==> src/rtl/s_p_pkg.sv <==
// Shared constants for the serial-to-parallel framing sequencer.
// Holds the default parameter set, the FSM state codes and a counter-width helper.
package s_p_pkg;

    localparam int unsigned DEF_BITS_OUT     = 8;
    localparam int unsigned DEF_SYNC_BITS    = 8;
    localparam logic [7:0]  DEF_SYNC_PATTERN = 8'hA5;
    localparam int unsigned DEF_FRAME_WORDS  = 4;

    localparam logic [0:0] ST_HUNT = 1'b0;
    localparam logic [0:0] ST_LOCK = 1'b1;

    // Width of a counter that must hold values 0..n-1; never narrower than one bit.
    function automatic int unsigned cnt_width(input int unsigned n);
        return (n > 1) ? $clog2(n) : 1;
    endfunction

endpackage

==> src/rtl/s_p_sync_detect.sv <==
// Sync-word hunter: shifts the serial stream and flags a match once enough
// bits have been collected since the last clear.
module s_p_sync_detect
    import s_p_pkg::*;
#(
    parameter int unsigned              C_SYNC_BITS    = DEF_SYNC_BITS,
    parameter logic [C_SYNC_BITS-1:0]   C_SYNC_PATTERN = C_SYNC_BITS'(DEF_SYNC_PATTERN)
) (
    input  logic ck_i,
    input  logic rst_i,
    input  logic hunt_i,
    input  logic d_i,
    output logic match_o
);

    localparam int unsigned           FILL_W   = $clog2(C_SYNC_BITS + 1);
    localparam logic [FILL_W-1:0]     FILL_MAX = FILL_W'(C_SYNC_BITS);
    localparam logic [FILL_W-1:0]     FILL_ARM = FILL_W'(C_SYNC_BITS - 1);

    logic [C_SYNC_BITS-1:0] sync_sr_q, sync_sr_d;
    logic [FILL_W-1:0]      fill_q, fill_d;
    logic [C_SYNC_BITS-1:0] window;

    // fill_cnt gates the match so stale shift-register contents never count.
    always_comb begin
        // NOTE: every combinational output gets a default first, so no path can infer a latch.
        window    = {sync_sr_q[C_SYNC_BITS-2:0], d_i};
        sync_sr_d = window;
        fill_d    = '0;
        if (hunt_i) begin
            fill_d = (fill_q == FILL_MAX) ? fill_q : fill_q + FILL_W'(1);
        end
        match_o = hunt_i && (fill_q >= FILL_ARM) && (window == C_SYNC_PATTERN);
    end

    // NOTE: state updates use non-blocking assignments; reset is sampled on the clock edge.
    always_ff @(posedge ck_i) begin
        if (!rst_i) begin
            sync_sr_q <= '0;
            fill_q    <= '0;
        end else begin
            sync_sr_q <= sync_sr_d;
            fill_q    <= fill_d;
        end
    end

endmodule

==> src/rtl/s_p_frame_ctrl.sv <==
// Framing and capture sequencer: hunts for sync, pulses the converter latch
// once per word, and holds captured words for a VALID/READY consumer.
module s_p_frame_ctrl
    import s_p_pkg::*;
#(
    parameter int unsigned            C_BITS_OUT     = DEF_BITS_OUT,
    parameter int unsigned            C_SYNC_BITS    = DEF_SYNC_BITS,
    parameter logic [C_SYNC_BITS-1:0] C_SYNC_PATTERN = C_SYNC_BITS'(DEF_SYNC_PATTERN),
    parameter int unsigned            C_FRAME_WORDS  = DEF_FRAME_WORDS
) (
    input  logic                  CK,
    input  logic                  RST,
    input  logic                  EN,
    input  logic                  D,
    input  logic [C_BITS_OUT-1:0] P_IN,
    output logic                  CAP_EN,
    output logic [C_BITS_OUT-1:0] DATA,
    output logic                  VALID,
    input  logic                  READY,
    output logic                  LOCKED,
    output logic                  FRAME_DONE,
    output logic                  OVERFLOW,
    input  logic                  CLR_OVF
);

    localparam int unsigned        BIT_W     = cnt_width(C_BITS_OUT);
    localparam int unsigned        WORD_W    = cnt_width(C_FRAME_WORDS);
    localparam logic [BIT_W-1:0]   BIT_LAST  = BIT_W'(C_BITS_OUT - 1);
    localparam logic [WORD_W-1:0]  WORD_LAST = WORD_W'(C_FRAME_WORDS - 1);

    logic [0:0]            state_q, state_d;
    logic [BIT_W-1:0]      bit_q, bit_d;
    logic [WORD_W-1:0]     word_q, word_d;
    logic                  cap_en_q, cap_en_d;
    logic [C_BITS_OUT-1:0] data_q, data_d;
    logic                  valid_q, valid_d;
    logic                  ovf_q, ovf_d;
    logic                  done_q, done_d;

    logic hunting;
    logic sync_match;
    logic capture;
    logic accept;
    logic frame_end;

    assign hunting = EN && (state_q == ST_HUNT);

    s_p_sync_detect #(
        .C_SYNC_BITS    (C_SYNC_BITS),
        .C_SYNC_PATTERN (C_SYNC_PATTERN)
    ) u_sync (
        .ck_i    (CK),
        .rst_i   (RST),
        .hunt_i  (hunting),
        .d_i     (D),
        .match_o (sync_match)
    );

    always_comb begin
        capture   = EN && cap_en_q;
        accept    = capture && (!valid_q || READY);
        frame_end = capture && (word_q == WORD_LAST);

        state_d  = state_q;
        bit_d    = bit_q;
        word_d   = word_q;
        cap_en_d = 1'b0;
        done_d   = 1'b0;
        data_d   = data_q;
        valid_d  = valid_q;
        ovf_d    = ovf_q;

        if (!EN) begin
            // Disabled: abandon any frame in progress but keep the output register intact.
            state_d = ST_HUNT;
            bit_d   = '0;
            word_d  = '0;
        end else begin
            case (state_q)
                ST_HUNT: begin
                    if (sync_match) begin
                        state_d = ST_LOCK;
                        bit_d   = '0;
                        word_d  = '0;
                    end
                end
                default: begin
                    bit_d    = (bit_q == BIT_LAST) ? '0 : bit_q + BIT_W'(1);
                    cap_en_d = (bit_q == BIT_LAST);
                    if (capture) begin
                        word_d = word_q + WORD_W'(1);
                    end
                    if (frame_end) begin
                        state_d  = ST_HUNT;
                        bit_d    = '0;
                        word_d   = '0;
                        cap_en_d = 1'b0;
                        done_d   = 1'b1;
                    end
                end
            endcase

            // A capture always wins over a plain handshake; a blocked capture is dropped.
            if (accept) begin
                data_d  = P_IN;
                valid_d = 1'b1;
            end else if (!capture && valid_q && READY) begin
                valid_d = 1'b0;
            end

            if (capture && !accept) begin
                ovf_d = 1'b1;
            end else if (CLR_OVF) begin
                ovf_d = 1'b0;
            end
        end
    end

    always_ff @(posedge CK) begin
        if (!RST) begin
            state_q  <= ST_HUNT;
            bit_q    <= '0;
            word_q   <= '0;
            cap_en_q <= 1'b0;
            data_q   <= '0;
            valid_q  <= 1'b0;
            ovf_q    <= 1'b0;
            done_q   <= 1'b0;
        end else begin
            state_q  <= state_d;
            bit_q    <= bit_d;
            word_q   <= word_d;
            cap_en_q <= cap_en_d;
            data_q   <= data_d;
            valid_q  <= valid_d;
            ovf_q    <= ovf_d;
            done_q   <= done_d;
        end
    end

    assign CAP_EN     = cap_en_q;
    assign DATA       = data_q;
    assign VALID      = valid_q;
    assign LOCKED     = (state_q == ST_LOCK);
    assign FRAME_DONE = done_q;
    assign OVERFLOW   = ovf_q;

endmodule

==> config.mk <==
export PLATFORM = sky130hd
export DESIGN_NAME = s_p_frame_ctrl
export DESIGN_NICKNAME = d
export VERILOG_FILES = /design/src/rtl/s_p_pkg.sv /design/src/rtl/s_p_sync_detect.sv /design/src/rtl/s_p_frame_ctrl.sv
export SDC_FILE = /design/constraint.sdc
export NUM_CORES = 1
export LEC_CHECK = 0
export CORE_MARGIN = 3
export CORE_UTILIZATION = 30
export DETAILED_ROUTE_END_ITERATION = 6
export PLACE_DENSITY = 0.63
export SLEW_MARGIN = 15
export SYNTH_ARGS = -nofsm -noshare
export SYNTH_HDL_FRONTEND = slang
export SYNTH_HIERARCHICAL = 1
export SYNTH_SLANG_ARGS = --single-unit
export TNS_END_PERCENT = 30
==> constraint.sdc <==
create_clock -name CK -period 1.96 [get_ports CK]
set_input_delay 0.588 -clock CK [delete_from_list [all_inputs] [get_ports CK]]
set_output_delay 0.588 -clock CK [all_outputs]
set_load 0.02 [all_outputs]
## Yosys cells after proc, flatten, opt, wreduce, memory -nomap -nowiden

Cells that the tools add are included.

| operators by class | value |
|---|---|
| reductions and logical operators | 24 |
| bitwise gates (word level) | 3 |
| mux-type cells | 16 |
| $lt $le $gt $ge | 1 |
| equal/unequal tests | 5 |
| $add $sub $neg | 3 |

Operators with widths:

| operator | number |
|---|---|
| 3-bit two-way mux | 4 |
| 2-bit AND reduction | 6 |
| 1-bit logical AND | 9 |
| 8-bit == test (second input constant) | 1 |
| 1-bit two-way mux | 8 |
| 2-bit two-way mux | 4 |
| 2-bit nonzero test | 3 |
| 4-bit by 1-bit adder with 4-bit output (second input constant) | 1 |
| 4-bit == test (second input constant) | 1 |
| 4-bit by 3-bit greater-or-equal comparator with 1-bit output (second input constant) | 1 |
| 4-bit OR reduction | 1 |
| 3-bit by 1-bit adder with 3-bit output (second input constant) | 1 |
| 3-bit == test (second input constant) | 1 |
| 1-bit logical NOT | 3 |
| 3-bit by 1-bit inequality test with 1-bit output (second input constant) | 1 |
| 1-bit NOT | 3 |
| 3-bit AND reduction | 1 |
| 2-bit by 1-bit adder with 2-bit output (second input constant) | 1 |
| 2-bit == test (second input constant) | 1 |
| 1-bit logical OR | 1 |

| word-level totals | value |
|---|---|
| output and inout bits | 13 |
| register bits | 29 |
| input port bits | 14 |
| logic and storage cells | 62 |

## Depth between registers and ports, before layout

| depth | value |
|---|---|
| depth after elaboration | 7 |
| depth in mapped cells | 7 |
| mapped depth without buffers | 7 |

## Cells and area by module

The synthesis kept the hierarchy.

By module, submodules not included:

| module | cells an instance | sequential area each (µm²) | instances | area an instance (µm²) |
|---|---|---|---|---|
| s_p_frame_ctrl | 85 | 360.3 | 1 | 787.0 |
| s_p_sync_detect | 39 | 220.2 | 1 | 410.4 |

## Least setup slack after synthesis

OpenSTA, ideal clock, no wires.

| timing | value |
|---|---|
| path kind | input-to-reg |
| start | input port EN |
| end | register bit_q[2] |
| library setup time | 0.117 ns |
| required time | 1.843 ns |
| data arrival time | 1.531 ns |
| path buffers | 1 |
| setup slack | 0.311 ns |
| stages on the path | 6 |
| cell sequence | buf_6 -> nor2b_1 -> nand4b_1 -> and4bb_2 -> nor2_1 -> a32o_1 |

| on the way | value |
|---|---|
| cells in the longest elaborated chain, start to end | 4 |
| elaborated cells on any way between the ends | 9 |
| those cells by class | 2 x mux; 7 x reduce/logical |

RTL lines:

| element | line | RTL |
|---|---|---|
| from (decl) | s_p_frame_ctrl.sv:13 | `input logic EN,` |
| 1-bit logical AND | s_p_frame_ctrl.sv:46 | `assign hunting = EN && (state_q == ST_HUNT);` |
| net hunting | s_p_frame_ctrl.sv:40 | `logic hunting;` |
| 1-bit logical AND (2 in a row) | s_p_sync_detect.sv:33 | `match_o = hunt_i && (fill_q >= FILL_ARM) && (window == C_SYNC_PATTERN);` |
| net sync_match | s_p_frame_ctrl.sv:41 | `logic sync_match;` |
| 2-bit nonzero test (no line) | n/a |  |
| to (signal assigned) | s_p_frame_ctrl.sv:131 | `bit_q <= bit_d;` |
| to (decl) | s_p_frame_ctrl.sv:32 | `logic [BIT_W-1:0] bit_q, bit_d;` |

The timed path passes the listed nets, and every way through them passes these cells.
A chain may end at the register's enable or synchronous reset.

## Final worst setup path

| timing | value |
|---|---|
| start | register valid_q, in the netlist VALID |
| end | output port VALID |

RTL lines:

| element | line | RTL |
|---|---|---|
| from (decl) | s_p_frame_ctrl.sv:36 | `logic valid_q, valid_d;` |
| from (signal assigned) | s_p_frame_ctrl.sv:135 | `valid_q <= valid_d;` |
| to (decl) | s_p_frame_ctrl.sv:18 | `output logic VALID,` |

No word-level cell between the ends.

==> flow_summary.toml <==
[status]
status = "finished, final reports clean"

[finish]
postLayoutCellArea_um2 = 1580
multi_input_comb_area_um2 = 569
ff_latch_area_um2 = 581
layout.filler_cells = 386
areaGrowthSynthToFinish_pct = 32.2
most-common-layout-cells = "29 x dfxtp_1, 25 x clkdlybuf4s50_1, 13 x nand3_1, 10 x o21ai_0"
insertedDiodeCount = 0
ratio_of_cells_with_drive_above_1_in_the_final_layout = 0.0833
leading_cell_type_in_the_layout_fill_and_taps_excluded = "dfxtp_1"
design.final.nets = 174
layout.core_utilization = 0.423

[floorplanning]
start_util = 0.320
core_area_um2 = 3740
die_width_um = 69.2
die_area_um2 = 4790
ios = 27
die-height_um = 69.2
rows = 22

[clock_tree]
clk-insertion-delay-late_ns = 0.27
cts_buffer_depth = 2
cts_setup_buffers = 0
clock_sinks = 29
path_clk_slew_ns = 0.06
cts.repair.resized = 0
ctsHtreeMaxLevel = 2
cts_inserted_buffers = 5
clock_tree.root_cell = "clkbuf_8"
hold_buffers = 0
clock_tree_from_tritoncts = "yes"

[routing]
avgViaCountPerCell = 4.70
drc = 0
total_wire_length_after_detailed_routing_um = 2460
route.antenna.remaining_nets = 0
detailed_route_via_count = 958
drt_iter0_markers = 25
routed_wire_length_per_instance_um = 12.1
firstDrtPassIters = 4

[setup_path]
critPathCaptureType = "primary output"
timing.critical_path.max_delay_family = "buffers and inverters"
crit_path_max_fanout = 4
worst_path_max_delay_cell = "clkdlybuf4s50_1"
timing.critical_path.required_ns = 1.37
worst-path-stages = 1
number_of_buffer_and_inverter_instances_along_the_worst_setup_path = 1
path_cells = "clkdlybuf4s50_1"
worst-r2r-cell-count = 6
timing_worst_setup_path_type = "reg2out"
critical_path.startpoint_type = "register"
critical-path-max-stage-delay_ns = 0.62
cp_data_arrival_time_ns = 1.26

[timing]
timing.final.ws_setup_ns = 0.109
timing_hold_violations_final = 0
final_count_of_negative_setup_slack_endpoints = 0
tightestPinTransition_ns = 0.314
clock.fmax_mhz = 540
fin_tns_setup_ns = 0
fin_crit_sh = 0.944
layout_min_cycle_time_ns = 1.85
clock-skew-final_ns = 0.00438
fin_hold_ws_ns = 0.448
max_slew_margin = 0.788
final-max-slew-violation-count = 0
grt_setup_unrepaired = "false"

[flow_run]
drv.max_cap_violation_count = 0

[power]
powerDensity_nw_per_um2 = 699
vdd.ir_drop.worst_uv = 307
power.leakage_uw = 0.000605

[global_routing]
maximum_number_of_pins_on_one_net_before_global_route_repair = 13
grt_remaining_overflow = 0
first_global_vias = 952
antenna_found_initial = 0
grt_usage = 0.115
wire_length_of_the_first_global_routing_pass_um = 4400

[synth]
synth.yosys.seq_area_share = 0.485
synth_ff_type = "dfxtp_1"
mappedNetlistArea_um2 = 1200
ys_types = 30
number_of_flops_mapped_to_enable_cells_by_yosys = 0
post_synth.cell_area_avg_um2 = 9.66
synth-warning-count = 6
synthesis.instances = 124
synth_async_sr_flop_share = 0
synth_seq_cells = 29
synth.net_count = 143

[place]
gp_congestion = 0.749
postPlaceCellArea_um2 = 1500
place.detailed.hpwl_um = 1840
dpl_worst_slack_ns = -0.159
place.port_buffers = 26

[hold_path]
hold_path.class = "reg2reg"
hold_path_depth = 1
## power breakdown
| part | switching, µW | internal [µW] |
|---|---|---|
| clock network | 199 | 251 |
| logic | 20.5 | 36.9 |
| registers | 3.79 | 595 |
| total | 223 | 883 |
## registers in the layout (all words and copies together), names as in the netlist
register and cells:
VALID 1, bit_q 3, word_q 2, OVERFLOW 1, LOCKED 1, CAP_EN 1
FRAME_DONE 1, u_sync/sync_sr_q 7, u_sync/fill_q 4, DATA 8
## metal layers
layer  vias up  track usage  wire, µm
li1        495            -         -
met1       424        0.128      1070
met2        33        0.186      1140
met3         6       0.0507       193
met4         0       0.0586        60
met5         -            0         0
## cells in the mapped netlist, types with 2 or more instances
master    count  area, µm²
and2_1        8       50.1
nor2b_1       4       25.0
a32o_1        2       20.0
buf_6         3       33.8
nand2_1       8       30.0
and2_4        2       17.5
a21oi_1       5       25.0
and3_1        2       12.5
nand3_1      13       65.1
a21boi_1      8       60.1
inv_1         2       7.51
nand3b_1      2       15.0
dfxtp_1      29        581
nor2_1        7       26.3
ha_1          5       62.6
o21ai_0      10       50.1
## through the flow
stage               total power [µW]  cells
CTS                             1130    204
floorplan                        636    124
finish                          1110    204
detailed placement               669    196
global route                    1160    204
global placement                 667    196
## path summary, 6_finish.rpt
kind / start / to / slack, ns
min reg2reg: u_sync/sync_sr_q[5] / u_sync/sync_sr_q[6] / 0.45
max reg2reg: u_sync/fill_q[0] / bit_q[1] / 0.24
max: VALID / VALID / 0.11
min: u_sync/sync_sr_q[5] / u_sync/sync_sr_q[6] / 0.45
## cell families after synthesis
logic type	share of synthesized area
multiplexers	0.00836
flip-flops	0.485
adder cells (fa/ha/maj)	0.0522
AO/OA/AOI/OAI	0.154
XOR/XNOR	0.0146
AND/OR/NAND/NOR	0.245
buffers and inverters	0.0418
## cell type report
class | instances | share of cell area
well taps | 48 | 0.0379
clock buffers | 8 | 0.0506
flip-flops and latches | 29 | 0.367
inverters | 2 | 0.00474
multi-input cells | 88 | 0.360
repair buffers | 29 | 0.180
Note: power is estimated with default switching activity, not from simulation.
